==> src/rtl/frame_pkg.sv <==
// Shared constants and FSM encoding for frame_sender.
// The SYNC state exists only when FRAME_SYNC_EN is defined.
package frame_pkg;

  localparam int FRAME_WORDS   = 8;
  localparam int SETTLE_CYCLES = 2;
  // Transmitted least-significant byte first: FF FF FF 7F.
  localparam logic [31:0] SYNC_PATTERN = 32'h7FFF_FFFF;

  typedef enum logic [2:0] {
    IDLE,
`ifdef FRAME_SYNC_EN
    SYNC,
`endif
    FETCH,
    SEND_LO,
    SEND_HI
  } stateT;

endpackage

==> src/rtl/frame_sender.sv <==
// Streams 8-word frames from a packet buffer as bytes over a valid/ready link.
// Define FRAME_SYNC_EN to prefix every SYNC_INTERVAL-th frame with FF FF FF 7F.
module frame_sender
  import frame_pkg::*;
#(
  parameter int SYNC_INTERVAL = 16
) (
  input  logic        rdClk,
  input  logic        rst,
  input  logic [15:0] DataVal,
  input  logic        DataReady,
  output logic        DataNext,
  output logic        DataFrameReset,
  output logic [7:0]  TxByte,
  output logic        TxValid,
  input  logic        TxReady,
  input  logic        FrameAbort,
  output logic        Busy,
  output logic [15:0] FrameCount
);

  localparam logic [2:0] LAST_WORD   = 3'(FRAME_WORDS - 1);
  localparam logic [1:0] SETTLE_LOAD = 2'(SETTLE_CYCLES);

  if (SYNC_INTERVAL < 1 || SYNC_INTERVAL > 65535) begin : gBadSyncInterval
    $error("frame_sender: SYNC_INTERVAL must be within 1..65535");
  end

  stateT       stateReg, stateNext;
  logic [2:0]  wordIdxReg, wordIdxNext;
  logic [1:0]  settleCntReg, settleCntNext;
  logic [15:0] wordReg, wordNext;
  logic [15:0] frameCountReg, frameCountNext;
  logic        frameResetReg, frameResetNext;
  logic        abortable;
`ifdef FRAME_SYNC_EN
  logic [15:0] syncCntReg, syncCntNext;
  logic [1:0]  syncIdxReg, syncIdxNext;
  // Set when the current frame was preceded by a sync, so it does not also count down.
  logic        syncedReg, syncedNext;
`endif

  always_ff @(posedge rdClk or posedge rst) begin
    if (rst) begin
      stateReg      <= IDLE;
      wordIdxReg    <= 3'd0;
      settleCntReg  <= 2'd0;
      wordReg       <= 16'd0;
      frameCountReg <= 16'd0;
      frameResetReg <= 1'b0;
`ifdef FRAME_SYNC_EN
      syncCntReg    <= 16'd0;
      syncIdxReg    <= 2'd0;
      syncedReg     <= 1'b0;
`endif
    end else begin
      stateReg      <= stateNext;
      wordIdxReg    <= wordIdxNext;
      settleCntReg  <= settleCntNext;
      wordReg       <= wordNext;
      frameCountReg <= frameCountNext;
      frameResetReg <= frameResetNext;
`ifdef FRAME_SYNC_EN
      syncCntReg    <= syncCntNext;
      syncIdxReg    <= syncIdxNext;
      syncedReg     <= syncedNext;
`endif
    end
  end

  always_comb begin
    stateNext      = stateReg;
    wordIdxNext    = wordIdxReg;
    settleCntNext  = (settleCntReg != 2'd0) ? settleCntReg - 2'd1 : 2'd0;
    wordNext       = wordReg;
    frameCountNext = frameCountReg;
    frameResetNext = 1'b0;
    abortable      = 1'b0;
    DataNext       = 1'b0;
    TxValid        = 1'b0;
    TxByte         = 8'h00;
`ifdef FRAME_SYNC_EN
    syncCntNext    = syncCntReg;
    syncIdxNext    = syncIdxReg;
    syncedNext     = syncedReg;
`endif

    case (stateReg)
      IDLE: begin
        if (DataReady && settleCntReg == 2'd0) begin
`ifdef FRAME_SYNC_EN
          if (syncCntReg == 16'd0) begin
            stateNext   = SYNC;
            syncIdxNext = 2'd0;
          end else begin
            stateNext = FETCH;
          end
`else
          stateNext = FETCH;
`endif
        end
      end
`ifdef FRAME_SYNC_EN
      SYNC: begin
        abortable = 1'b1;
        TxValid   = 1'b1;
        TxByte    = SYNC_PATTERN[{syncIdxReg, 3'b000} +: 8];
        if (TxReady) begin
          if (syncIdxReg == 2'd3) begin
            stateNext   = FETCH;
            syncCntNext = 16'(SYNC_INTERVAL - 1);
            syncedNext  = 1'b1;
          end else begin
            syncIdxNext = syncIdxReg + 2'd1;
          end
        end
      end
`endif
      FETCH: begin
        abortable = 1'b1;
        // Abort wins over a same-cycle fetch so the buffer pointer is never advanced then rewound.
        if (DataReady && settleCntReg == 2'd0 && !FrameAbort) begin
          DataNext      = 1'b1;
          wordNext      = DataVal;
          settleCntNext = SETTLE_LOAD;
          stateNext     = SEND_LO;
        end
      end
      SEND_LO: begin
        abortable = (wordIdxReg != LAST_WORD);
        TxValid   = 1'b1;
        TxByte    = wordReg[7:0];
        if (TxReady) begin
          stateNext = SEND_HI;
        end
      end
      SEND_HI: begin
        abortable = (wordIdxReg != LAST_WORD);
        TxValid   = 1'b1;
        TxByte    = wordReg[15:8];
        if (TxReady) begin
          if (wordIdxReg == LAST_WORD) begin
            wordIdxNext    = 3'd0;
            frameCountNext = frameCountReg + 16'd1;
            stateNext      = IDLE;
`ifdef FRAME_SYNC_EN
            syncedNext = 1'b0;
            if (!syncedReg && syncCntReg != 16'd0) begin
              syncCntNext = syncCntReg - 16'd1;
            end
`endif
          end else begin
            wordIdxNext = wordIdxReg + 3'd1;
            stateNext   = FETCH;
          end
        end
      end
      default: stateNext = IDLE;
    endcase

    if (abortable && FrameAbort) begin
      stateNext      = IDLE;
      wordIdxNext    = 3'd0;
      settleCntNext  = SETTLE_LOAD;
      frameResetNext = 1'b1;
`ifdef FRAME_SYNC_EN
      syncCntNext    = syncCntReg;
      syncedNext     = syncedReg;
`endif
    end
  end

  assign Busy           = (stateReg != IDLE);
  assign FrameCount     = frameCountReg;
  assign DataFrameReset = frameResetReg;

endmodule

==> config.mk <==
export PLATFORM = sky130hd
export DESIGN_NAME = frame_sender
export DESIGN_NICKNAME = d
export VERILOG_FILES = /design/src/rtl/frame_pkg.sv /design/src/rtl/frame_sender.sv
export SDC_FILE = /design/constraint.sdc
export NUM_CORES = 1
export LEC_CHECK = 0
export CAP_MARGIN = 20
export CORE_MARGIN = 4
export CORE_UTILIZATION = 48
export DETAILED_ROUTE_END_ITERATION = 12
export PLACE_DENSITY = 0.79
export SYNTH_ARGS = -nofsm -noshare
export SYNTH_HDL_FRONTEND = slang
export SYNTH_SLANG_ARGS = --single-unit
export TNS_END_PERCENT = 5
==> constraint.sdc <==
create_clock -name rdClk -period 1.8 [get_ports rdClk]
set_input_delay 0.36 -clock rdClk [delete_from_list [all_inputs] [get_ports rdClk]]
set_output_delay 0.36 -clock rdClk [all_outputs]
set_load 0.01 [all_outputs]
**Yosys cells after proc, flatten, opt, wreduce, memory -nomap -nowiden**

Cells that the tools add are included.

- Register bits: 41
- Output and inout port bits: 28

- Mux-type cells: 21
- Add/sub/neg operators: 3
- Reduce and logical (&&, ||, !) cells: 15
- Equal/unequal tests: 9

Operator list:

| cell | count |
|---|---|
| $mux W3 | 9 |
| $add A16 B1 Y16 const B | 1 |
| $pmux W8 S2 | 1 |
| $ne A3 B3 Y1 const B | 5 |
| $pmux W3 S4 | 1 |
| $mux W2 | 4 |
| $eq A3 B2 Y1 const B | 2 |
| $reduce_bool A2 Y1 | 3 |
| $mux W1 | 5 |
| $reduce_and A2 Y1 | 2 |
| $reduce_and A4 Y1 | 1 |
| $add A3 B1 Y3 const B | 1 |
| $eq A3 B1 Y1 const B | 1 |
| $eq A3 B3 Y1 const B | 1 |
| $logic_and A1 B1 Y1 | 3 |
| $logic_not A3 Y1 | 1 |
| $reduce_and A3 Y1 | 1 |
| $reduce_bool A3 Y1 | 1 |
| $logic_not A2 Y1 | 1 |
| $pmux W1 S2 | 1 |
| $reduce_or A2 Y1 | 1 |
| $sub A2 B1 Y2 const B | 1 |
| $logic_not A1 Y1 | 1 |

**Longest topological paths before layout**

- Depth after elaboration: 6
- Gate-level depth with buffers: 7

**Worst setup path before layout**

Ideal clock, no wire load.

- Kind: reg2reg
- Start point: register wordIdxReg[0]
- End point: register frameCountReg[13], in the netlist FrameCount[13]
- Arrival time: 1.469 ns
- Buffers on the path: 0
- Cell stages (with the launch flop): 7
- Path slack: 0.206 ns
- Data required time: 1.675 ns
- Path through: dfrtp_1 > ha_1 > ha_1 > nand3_2 > nor4_4 > nand4_1 > xnor2_1

- Word-level cells in the longest chain between the ends: 2

Ends and longest elaborated chain:

| what | line | source |
|---|---|---|
| start, declared | frame_sender.sv:30 | `logic [2:0] wordIdxReg, wordIdxNext;` |
| start signal, assigned | frame_sender.sv:58 | `wordIdxReg <= wordIdxNext;` |
| $eq A3 B3 Y1 | frame_sender.sv:142 | `if (wordIdxReg == LAST_WORD) begin` |
| $reduce_and A3 Y1 (no source line) | -- |  |
| end signal, assigned | frame_sender.sv:61 | `frameCountReg <= frameCountNext;` |
| end, declared | frame_sender.sv:33 | `logic [15:0] frameCountReg, frameCountNext;` |

Every way passes these cells.
A chain may end at the register's enable or synchronous reset.

**Worst setup path in the final report**

- Start point: register stateReg[1]
- End point: output TxByte[6]

- Word-level cells in the longest chain between the ends: 2

Ends and longest elaborated chain:

| what | line | source |
|---|---|---|
| start, declared | frame_sender.sv:29 | `stateT stateReg, stateNext;` |
| start signal, assigned | frame_sender.sv:57 | `stateReg <= stateNext;` |
| $eq A3 B2 Y1 | frame_sender.sv:88 | `case (stateReg)` |
| $pmux W8 S2 (*) | frame_sender.sv:88 |  |
| end, declared | frame_sender.sv:14 | `output logic [7:0] TxByte,` |

Every way passes the cells marked *; elsewhere a longest branch is shown, timed or not.

==> flow_metrics.tcl <==
set metrics [dict create \
    status "finished, violations left" \
    violations_in_the_final_reports "negative setup slack" \
    grt_util_all_layers_pct 18.4 \
    synth_compound_area_share_pct 6.92 \
    async_reset_ff_share_pct 100 \
    synth_cell_types 33 \
    path_cells "buf_6, ha_4, buf_12, a22o_1, buf_2" \
    simple_logic_cell_fraction_of_the_synthesized_area_pct 14.6 \
    relSlewSlack_pct 66.6 \
    synth_area_per_cell_um2 12.7 \
    grt_pass1_wl_um 7160 \
    number_of_setup_violations_in_the_final_report 9 \
    grt_max_degree 41 \
    postCtsHoldBufs 0 \
    max_cap_violations 0 \
    synthXorXnorAreaFrac_pct 6.92 \
    post-route-cell-area_um2 2760 \
    die_h_um 70.9 \
    cp_slowest_stage_delay_ps 420 \
    synth.net_count 178 \
    finalCritPeriodShare_pct 104 \
    routed_wl_um 4300 \
    clock_path_buffers 2 \
    synth.top_cells.by_area "sky130_fd_sc_hd__dfrtp_1 53%, sky130_fd_sc_hd__mux2_2 7.1%, sky130_fd_sc_hd__ha_1 4.6%, sky130_fd_sc_hd__xnor2_1 4.6%, sky130_fd_sc_hd__mux2_4 4.0%" \
    buffering_stage_count_on_the_worst_path_with_inverters_included 3 \
    std_cell_rows 22 \
    synth-seq-area-share_pct 52.7 \
    critical_setup_path_class "reg2out" \
    slew_at_the_pin_with_the_worst_max_slew_slack_ps 502 \
    drive_gt1_share_pct 33.2 \
    start_util_pct 50.7 \
    clkTransAtPathRegs_ps 80 \
    yosys-mux-area-fraction_pct 11.6 \
    finalCriticalPeriod_ps 1870 \
    grt_remaining_overflow 0 \
    wire_per_inst_um 15.9 \
    timing.critical_path.fanout_max 8 \
    yosysTopAreaCellShare_pct 52.7 \
    filler_cell_count 259 \
    detailedRoute.firstIterationViolations 41 \
    classification_of_the_worst_slack_hold_path "reg2reg" \
    drv_slew 0 \
    via_count 1429 \
    power.leakage_nw 1.32 \
    cts_root_buffer "sky130_fd_sc_hd__clkbuf_8" \
    end_kind "output port" \
    htreeDepth 2 \
    layout_common_cells "39 x sky130_fd_sc_hd__dfrtp_1, 37 x sky130_fd_sc_hd__clkdlybuf4s50_1, 15 x sky130_fd_sc_hd__buf_4, 12 x sky130_fd_sc_hd__mux2_2, 11 x sky130_fd_sc_hd__nand2_1" \
    cp.required_ps 1440 \
    number_of_flops_mapped_to_enable_cells_by_yosys 0 \
    dieArea_um2 5030 \
    final_critical_path_setup_slack_ps -69.4 \
    detailedRoute.firstPassIterationCount 4 \
    first_global_vias 1513 \
    setup.worst_path.start_class "flop" \
    rsz_0062_raised_after_global_routing "yes" \
    die_width_um 70.9 \
    yosysWarningCount 0 \
    skew_ps 7.30 \
    final_hold_viol_count 0 \
    syn_inst 150 \
    cts_buffers 5 \
    cell_family_with_the_largest_share_of_critical_path_delay "flip-flops" \
    areaGrowthSynthToFinish_pct 45.2 \
    utilization_pct 73.7 \
    coreArea_um2 3740 \
    final_nets 250 \
    gp_congestion 0.695 \
    critical_path.slowest_cell "sky130_fd_sc_hd__dfrtp_1" \
    tns_ps -445 \
    place_hpwl_um 2960 \
    dominant_combinational_cell_family_by_area_after_synthesis "simple AND/OR/NAND/NOR gates" \
    port_buffers 48 \
    antenna_cells 0 \
    tritoncts "done" \
    max_freq_mhz 535 \
    synth_top_cell_by_area "sky130_fd_sc_hd__dfrtp_1" \
    floorplan.io_pins 49 \
    vias_per_cell 5.27 \
    drcViolationCount 0 \
    synth-seq-cells 40 \
    ant_nets 0 \
    synthAdderAreaFrac_pct 4.61 \
    power.density_nw_per_um2 1240 \
    cts_num_sinks 40 \
    synthFlopType "sky130_fd_sc_hd__dfrtp_1" \
    synthesis.area_um2 1900 \
    layout.cells.most_common "sky130_fd_sc_hd__dfrtp_1" \
    clock_latency_ps 300 \
    crit_arrival_ps 1510 \
    vdd.ir_drop.worst_mv 0.738 \
    antenna_violations_before_repair 0 \
    post_dp_cell_area_um2 2540 \
]
==> sequential cells by signal, summed over array words and instances, names as in the netlist <==
| signal | flops |
|---|---|
| DataFrameReset | 1 |
| stateReg | 2 |
| wordReg | 16 |
| settleCntReg | 2 |
| FrameCount | 16 |
| wordIdxReg | 3 |
==> Yosys cell counts, types with 2 or more instances <==
master	count
sky130_fd_sc_hd__dfrtp_1	40
sky130_fd_sc_hd__mux2_2	12
sky130_fd_sc_hd__nand2_1	11
sky130_fd_sc_hd__xnor2_1	10
sky130_fd_sc_hd__a22o_1	8
sky130_fd_sc_hd__inv_1	8
sky130_fd_sc_hd__nor2_1	8
sky130_fd_sc_hd__ha_1	7
sky130_fd_sc_hd__mux2_4	5
sky130_fd_sc_hd__nand3_1	5
sky130_fd_sc_hd__xor2_1	5
sky130_fd_sc_hd__a21oi_1	4
sky130_fd_sc_hd__nand4_1	3
sky130_fd_sc_hd__and4_1	2
sky130_fd_sc_hd__nand2b_1	2
sky130_fd_sc_hd__nand3_2	2
sky130_fd_sc_hd__nor4_4	2
==> path summary, 6_finish.rpt <==
path,start,endpoint,slack (ps),cells past startpoint
max,stateReg[1],TxByte[6],-70,5
min,FrameCount[15],FrameCount[15],470,1
max reg2reg,stateReg[1],FrameCount[6],100,7
min reg2reg,FrameCount[15],FrameCount[15],470,1
max in group asynchronous,rst,stateReg[0],960,3
min in group asynchronous,rst,FrameCount[13],480,3
==> area by class of cell <==
cell class	count	area, µm²	share of cell area (%)
clock inverters	3	42.5	1.54
inverters	8	32.5	1.18
repair buffers	68	624	22.6
multi-input cells	99	927	33.6
flip-flops and latches	40	1000	36.3
well taps	48	60.1	2.18
clock buffers	5	68.8	2.50
==> cell families (layout without fill, tap and decap cells) <==
kind of cell | Yosys count | after routing
buffers and inverters | 11 | 84
xor gates and xnor gates | 15 | 15
AOI/OAI and AO/OA | 17 | 17
DFF | 40 | 40
adders and majority gates | 7 | 7
muxes | 18 | 18
and+or+nand+nor | 42 | 42
==> metal layers <==
layer	vias to the layer above	GRT usage (%)	share of wire [%]
li1	670	-	-
met1	700	21.0	40
met2	50	30.5	51
met3	9	7.39	7.1
met4	0	8.14	2.2
met5	-	0	0
==> per-stage QoR <==
step           setup slack (ps)  total power, mW  instances  hold slack (ps)
6_report                  -69.4             3.43        271              467
5_1_grt                    -126             3.64        271              510
4_1_cts                   -68.5             3.26        270              477
3_5_place_dp               -362             2.49        258              466
3_3_place_gp               -330             2.42        258              459
2_1_floorplan               206             1.94        150              452
==> where the power goes <==
group / internal (mW) / switching, mW / leakage [nW]
clock network: 0.410 / 0.315 / 0.0541
registers: 1.14 / 0.169 / 0.522
logic: 0.802 / 0.591 / 0.747
total: 2.36 / 1.08 / 1.32
==> timing repair <==
| item | CTS | global route |
|---|---|---|
| cloned | 0 | 0 |
| endpoints found under the setup margin | 13 | 17 |
| pin swaps | 1 | 9 |
| setup buffers | 4 | 1 |
| resized for setup | 54 | 13 |
Note: power is estimated with default switching activity, not from simulation.
